<file path="config.mk">
export PLATFORM = sky130hd
export DESIGN_NAME = rom_arbiter
export DESIGN_NICKNAME = d
export VERILOG_FILES = /design/src/rtl/rom_arbiter.sv
export SDC_FILE = /design/constraint.sdc
export NUM_CORES = 1
export LEC_CHECK = 0
export ABC_AREA = 1
export CORE_MARGIN = 2
export CORE_UTILIZATION = 24
export CTS_CLUSTER_SIZE = 40
export DETAILED_ROUTE_END_ITERATION = 6
export PLACE_DENSITY = 0.88
export SLEW_MARGIN = 20
export SYNTH_ARGS = -nofsm -noshare
export SYNTH_HDL_FRONTEND = slang
export SYNTH_SLANG_ARGS = --single-unit
export TNS_END_PERCENT = 1
</file>
<file path="constraint.sdc">
create_clock -name clk -period 2.3 [get_ports clk]
set_input_delay 0.46 -clock clk [delete_from_list [all_inputs] [get_ports clk]]
set_output_delay 0.46 -clock clk [all_outputs]
set_load 0.05 [all_outputs]
</file>
<file path="src/rtl/rom_arbiter.sv">
// -----------------------------------------------------------------------------
// rom_arbiter
//
// Shares the second read port of the dual-port boot ROM between two requesters:
//   m0 = core data bus (loads from the ROM region)
//   m1 = debug / loader reader
//
// Arbitration and grant:
//   - Grants are combinational: a request can be accepted in the same cycle.
//   - When both requesters ask, they take turns (round-robin).
//   - m0 wins the first tie after reset.
//
// Address and data path:
//   - Byte addresses are converted to ROM word addresses.
//   - A misaligned access is not issued to the ROM. It returns an error
//     response instead.
//   - The ROM read data arrives one cycle after an accept. It is steered back
//     to the requester that won that accept.
//
// Optional feature: define ROM_ARB_LOCK_EN to enable lock.
//   - An accept with mN_lock=1 makes N the lock owner from the next cycle.
//   - While N owns the lock, the other requester is held off.
//   - Ownership ends in the cycle after the owner's lock input is sampled low.
//   - Without the macro, the mN_lock inputs are ignored.
//
// Parameters:
//   ADDR_WIDTH    ROM word-address bits; must match the ROM instance
//
// Ports:
//   clk           system clock, all logic on posedge
//   rst           synchronous, active-high reset
//   mN_req        read request from requester N
//   mN_addr       byte address within the ROM (ADDR_WIDTH+2 bits)
//   mN_lock       keep-ownership request (only with ROM_ARB_LOCK_EN)
//   mN_gnt        request accepted this cycle (combinational)
//   mN_rsp_valid  one-cycle response pulse, one cycle after the accept
//   mN_rsp_err    response is a misalignment error
//   mN_rsp_data   read data (zero for an error response)
//   rom_rd_en     ROM read enable (rd_en2)
//   rom_addr      ROM word address (addr2)
//   rom_rd_data   ROM read data (rd_data2), valid one cycle after rom_rd_en
// -----------------------------------------------------------------------------
module rom_arbiter #(
   parameter int ADDR_WIDTH = 10
) (
   input  logic                  clk,
   input  logic                  rst,
   input  logic                  m0_req,
   input  logic [ADDR_WIDTH+1:0] m0_addr,
   input  logic                  m0_lock,
   output logic                  m0_gnt,
   output logic                  m0_rsp_valid,
   output logic                  m0_rsp_err,
   output logic [31:0]           m0_rsp_data,
   input  logic                  m1_req,
   input  logic [ADDR_WIDTH+1:0] m1_addr,
   input  logic                  m1_lock,
   output logic                  m1_gnt,
   output logic                  m1_rsp_valid,
   output logic                  m1_rsp_err,
   output logic [31:0]           m1_rsp_data,
   output logic                  rom_rd_en,
   output logic [ADDR_WIDTH-1:0] rom_addr,
   input  logic [31:0]           rom_rd_data
);

   logic [1:0]            req;
   logic [1:0]            elig;
   logic [1:0]            gnt;
   logic                  accept;
   logic                  win_idx;
   logic [ADDR_WIDTH+1:0] sel_addr;
   logic                  misaligned;

   // Index of the most recently accepted requester.
   // It resets to 1 so that m0 wins the first tie.
   logic                  last_reg;

   // One valid bit per requester. Only one of them can be set in a cycle.
   logic [1:0]            rsp_valid_reg;
   logic                  rsp_err_reg;

   assign req = {m1_req, m0_req};

`ifdef ROM_ARB_LOCK_EN
   logic [1:0] lock;
   logic       own_valid_reg;
   logic       own_idx_reg;

   assign lock = {m1_lock, m0_lock};

   // Track the lock owner.
   // The owner's lock input is sampled every cycle, even when the owner is
   // idle. Seeing it low releases ownership at the next edge, so the cycle in
   // which lock is seen low still arbitrates as owned.
   always_ff @(posedge clk) begin
      if (rst) begin
         own_valid_reg <= 1'b0;
         own_idx_reg   <= 1'b0;
      end else if (own_valid_reg) begin
         if (!lock[own_idx_reg]) begin
            own_valid_reg <= 1'b0;
         end
      end else if (accept && lock[win_idx]) begin
         own_valid_reg <= 1'b1;
         own_idx_reg   <= win_idx;
      end
   end
`else
   logic unused_lock;
   assign unused_lock = m0_lock ^ m1_lock;
`endif

   // Grant logic.
   // Every grant is held at zero during reset.
   // A request only becomes eligible when no other requester owns the lock.
   // If both requesters are eligible, the one that was not granted last wins.
   always_comb begin
      elig = '0;
      gnt  = '0;
      if (!rst) begin
         elig = req;
`ifdef ROM_ARB_LOCK_EN
         if (own_valid_reg) begin
            elig[~own_idx_reg] = 1'b0;
         end
`endif
         if (elig[0] && elig[1]) begin
            if (last_reg) begin
               gnt[0] = 1'b1;
            end else begin
               gnt[1] = 1'b1;
            end
         end else begin
            gnt = elig;
         end
      end
   end

   assign m0_gnt = gnt[0];
   assign m1_gnt = gnt[1];

   // A grant is only ever given to a requester that is asking.
   // So a grant is an accept.
   assign accept  = |gnt;
   assign win_idx = gnt[1];

   assign sel_addr   = win_idx ? m1_addr : m0_addr;
   assign misaligned = (sel_addr[1:0] != 2'b00);

   // Misaligned accesses never reach the ROM.
   assign rom_rd_en = accept && !misaligned;
   assign rom_addr  = sel_addr[ADDR_WIDTH+1:2];

   always_ff @(posedge clk) begin
      if (rst) begin
         rsp_valid_reg <= '0;
         rsp_err_reg   <= 1'b0;
         last_reg      <= 1'b1;
      end else begin
         rsp_valid_reg <= gnt;
         rsp_err_reg   <= accept && misaligned;
         if (accept) begin
            last_reg <= win_idx;
         end
      end
   end

   // Responses are masked by rst.
   // This drops a response whose accept came in the cycle just before reset.
   assign m0_rsp_valid = rsp_valid_reg[0] && !rst;
   assign m1_rsp_valid = rsp_valid_reg[1] && !rst;
   assign m0_rsp_err   = m0_rsp_valid && rsp_err_reg;
   assign m1_rsp_err   = m1_rsp_valid && rsp_err_reg;

   // ROM data is shared by both requesters; only the valid bit distinguishes
   // them. An error response returns zero instead of stale ROM output.
   assign m0_rsp_data = rsp_err_reg ? 32'h0 : rom_rd_data;
   assign m1_rsp_data = rsp_err_reg ? 32'h0 : rom_rd_data;

endmodule

</file>
# Word level (Yosys, flattened, before mapping)
# Index checks and enable logic that the tools add are counted.
classes:
  n_shift: 0
  bitwise_logic: 0
  mux: 6
  addsub: 0
  multipliers: 0
  n_eq_ne: 0
  order_cmp: 0
  div_mod_pow: 0
  n_reduce_logical: 11
ops:
  columns: ["operator", "count"]
  rows:
  - ["$mux W32", 1]
  - ["$mux W12", 1]
  - ["$logic_and A1 B1 Y1", 7]
  - ["$mux W2", 2]
  - ["$logic_not A1 Y1", 2]
  - ["$mux W1", 2]
  - ["$reduce_bool A2 Y1", 1]
  - ["$reduce_or A2 Y1", 1]
totals:
  ff_bits: 4
  latchBits: 0
  inputBits: 62
  out_inout_bits: 81
  romBits: 0
  memories: 0
  elab_cells: 20
  ramBits: 0

# Logic depth before layout (Yosys ltp)
logic_depth:
  ltp_word: 7
  mapped_depth: 6
  mapped_depth_nobuf: 5

# Worst setup path before layout
# Ideal clock, no wire load.
synth_path:
  path_type: "register -> output"
  start: "register rsp_err_reg"
  end: "output port m1_rsp_data[0]"
  path_slack_ns: 0.234
  t_required_ns: 1.840
  arrival_ns: 1.606
  path_stages_with_launch: 5
  path_buffers: 3
  path_cell_list: "dfxtp_1 clkbuf_1 buf_2 nor2_1 buf_4"
synth_via:
  elab_chain_cells: 1
synth_lines:
  columns: ["element", "line", "text"]
  rows:
  - ["start: declaration", "81", "logic rsp_err_reg;"]
  - ["start signal: assignment", "162", "rsp_err_reg <= accept && misaligned;"]
  - ["$mux W32", null, null]
  - ["end: declaration", "61", "output logic [31:0] m1_rsp_data,"]
# No other way between the ends.

# Final worst setup path
layout_path:
  start: "input port m0_req"
  end: "output port rom_addr[9]"
layout_via:
  elab_chain_cells: 4
layout_lines:
  columns: ["element", "line", "text"]
  rows:
  - ["start: declaration", "48", "input logic m0_req,"]
  - ["$logic_and A1 B1 Y1", "128", "if (elig[0] && elig[1]) begin"]
  - ["$mux W2", "128", null]
  - ["$mux W2", "121", "if (!rst) begin"]
  - ["$mux W12", "148", "assign sel_addr = win_idx ? m1_addr : m0_addr;"]
  - ["end: declaration", "63", "output logic [ADDR_WIDTH-1:0] rom_addr,"]
# No other way between the ends.

==> flow_summary_export.csv <==
group,metric,value,unit
drt,postRouteWirelength,4440,um
grt,pin_count_of_the_biggest_net_entering_global_routing,33,
setup_path,critical-path-top-cell-by-count,"nand2_1",
placement,pre_cts_slack,0.0845,ns
floorplanning,initial_core_util,25.4,%
clock_tree,cts.repair_timing.setup_buffer_count,0,
logic_synthesis,netlist-cell-type-count,14,
grt,antenna_found_initial,0,
setup_path,timing.reg2reg.worst_path_depth,5,
logic_synthesis,synth.cell_area,862,sq um
cells_and_area,flow.area_growth_from_synthesis,236,%
clock_tree,cts_hold_repair.buffers,0,
logic_synthesis,synth_sequential_area_ratio,9.29,%
setup_path,worstSetupStartpointType,"input pin",
clock_tree,cts-root-to-sink-buffers,2,
power_and_ir_drop,combinational_fraction_of_design_power,86.5,%
floorplanning,die-width,63.9,um
setup_path,timing.critical_path.max_delay_family,"buffers and inverters",
logic_synthesis,area_contributors_post_synth,"buf_4, inv_1, nor2_1",
logic_synthesis,postSynthAreaPerCell,5.01,sq um
drt,route.detailed.drc,0,
logic_synthesis,yosys.area.top_type_share,28.7,%
cells_and_area,final_layout_size_suffix_gt1_share,32.5,%
setup_path,critPathRequiredTime,1.84,ns
cells_and_area,layout.nets,344,
run_status,outcome,"finished clean",
timing,fmax,0.458,GHz
cells_and_area,antenna-diode-count,0,
clock_tree,numCtsBuffers,3,
grt,first_global_vias,1433,
clock_tree,cts_num_sinks,4,
drt,vias_per_cell,4.12,
setup_path,crit_path_max_incr_delay,0.50,ns
cells_and_area,final_core_utilization,85.5,%
timing,fin_skew,0.00204,ns
floorplanning,std_cell_rows,21,
clock_tree,post_cts.resized_instances,0,
timing,whs,0.537,ns
clock_tree,htree_num_levels,1,
grt,grt.total_usage,21.4,%
logic_synthesis,synth_area_leader_cell,"buf_4",
setup_path,worstPathCellList,"clkdlybuf4s50_1, nand2_1, nand3_4, buf_4, nand2_1, nand2_1, buf_12",
timing,setup-violations-final,0,
clock_tree,worstSkewPairLatency,0.23,ns
drt,drt_pass1_iterations,4,
floorplanning,die_area,0.00409,sq mm
cells_and_area,most-common-layout-cells,"buf_12, clkdlybuf4s50_1, inv_1, nor2_1, nand2_1",
placement,weighted_congestion_reported_at_the_end_of_routability_driven_placement,0.729,
setup_path,timing.critical_path.slowest_stage_cell,"clkdlybuf4s50_1",
placement,dp_hpwl,4040,um
floorplanning,dieHeight,63.9,um
setup_path,crit_fanout,9,
clock_tree,clkTransAtPathRegs,0.04,ns
timing,timing.max_slew.rel_slack,71.9,%
setup_path,criticalPathCategory,"input pin to primary output",
logic_synthesis,postSynthRegisterBits,4,
hold_path,hold_path_depth,2,
timing,fin_crit,2.18,ns
drt,dr.first_iter.drc_count,41,
power_and_ir_drop,power-per-cell-area,425,mW/mm^2
drt,wl_per_cell,13.6,um
timing,slew_violations,0,
drt,route.vias.total,1342,
placement,dpl_cell_area,0.00286,sq mm
logic_synthesis,yosys_warnings,0,
power_and_ir_drop,p_sw,601,uW
logic_synthesis,syn_nets,234,
grt,first_pass_grt_wire_length,6870,um
timing,layout_worst_path_cycle_share,94.9,%
timing,timing.final.hold_violations,0,
floorplanning,area_inside_the_core_boundary,0.00339,sq mm
power_and_ir_drop,switching_share,48.8,%
setup_path,end_kind,"primary output",
timing,slew_of_the_pin_with_the_lowest_slew_margin,0.420,ns
timing,setup_total_negative_slack,0,ns
cells_and_area,layout.cell_area.non_filler,0.00290,sq mm
floorplanning,ios,143,
drt,detail-route-antenna-nets,0,
clock_tree,clk_root_buffer_cell,"clkbuf_4",
setup_path,worstSetupPathDepth,7,
placement,placement.io_buffers,140,
power_and_ir_drop,internal-power,629,uW
setup_path,arrival_worst_endpoint,1.72,ns
setup_path,path_buf_inv,3,
cells_and_area,layout.cells.most_common,"buf_12",
flow_run,number_of_max_cap_violations,0,
power_and_ir_drop,worst_ir_drop_vdd,336,uV
cells_and_area,number_of_flip_flops_in_the_largest_register,2,
power_and_ir_drop,power.sequential.fraction,6.2,%
power_and_ir_drop,static-leakage-power,1.45,nW
timing,timing.final.ws_setup,0.118,ns
logic_synthesis,syn_inst,172,
hold_path,min-delay-path-class,"flop to flop",
grt,grt_remaining_overflow,0,
power_and_ir_drop,p_clk_share,7.3,%
timing,grt_setup_unrepaired,"no",
clock_tree,cts_tree,"yes",
[worst register-to-register path: cells and delay by family (launching register included)]
family,cells,cell delay (ns)
flip-flops,1,0.34
AND/OR/NAND/NOR,5,0.40
[layout make-up]
cell class              count  area [sq um]
repair buffers            143          2220
fillers                   168           493
multi-input cells          87           350
inverters                  43           164
flip-flops and latches      4          80.1
well taps                  46          57.6
clock buffers               3          22.5
[path summary, 6_finish.rpt]
check	slack [ns]	to	from
max	0.12	rom_addr[9]	m0_req
min	0.54	last_reg	last_reg
max reg2reg	1.44	rsp_err_reg	last_reg
min reg2reg	0.54	last_reg	last_reg
[cell families after synthesis]
family	count (synthesis)	synth area share, %
compound gates	1	0.580
flops	4	9.29
buf+inv	81	50.9
simple gates	86	39.2
[per-stage QoR]
step,total power [mW],instances
finish,1.23,326
global placement,1.12,323
detailed placement,1.15,323
CTS,1.24,326
floorplan,0.602,172
global route,1.27,326
[power by group through the flow]
stage / Combinational (mW) / Clock [mW] / Sequential (mW)
floorplan: 0.526 / 0 / 0.0768
global placement: 1.05 / 0 / 0.0776
detailed placement: 1.07 / 0 / 0.0778
CTS: 1.07 / 0.0924 / 0.0767
global route: 1.10 / 0.0957 / 0.0770
finish: 1.06 / 0.0897 / 0.0767
[cells in the mapped netlist (all sizes together)]
cell and instances:
inv 43, nor2 41, nand3 4, or2 1, buf 37, dfxtp 4
nand2 38, nor3 2, o21ai 1, clkbuf 1
[routing by layer]
layer | vias to the layer above | GRT usage, % | routed length, um | share of wire [%]
li1 | 661 | - | - | -
met1 | 580 | 19.2 | 1330 | 30
met3 | 10 | 4.93 | 395 | 8.9
met4 | 0 | 7.34 | 104 | 2.3
met5 | - | 0 | 0 | 0
met2 | 91 | 44.9 | 2610 | 59
Note: power is estimated with default switching activity, not from simulation.
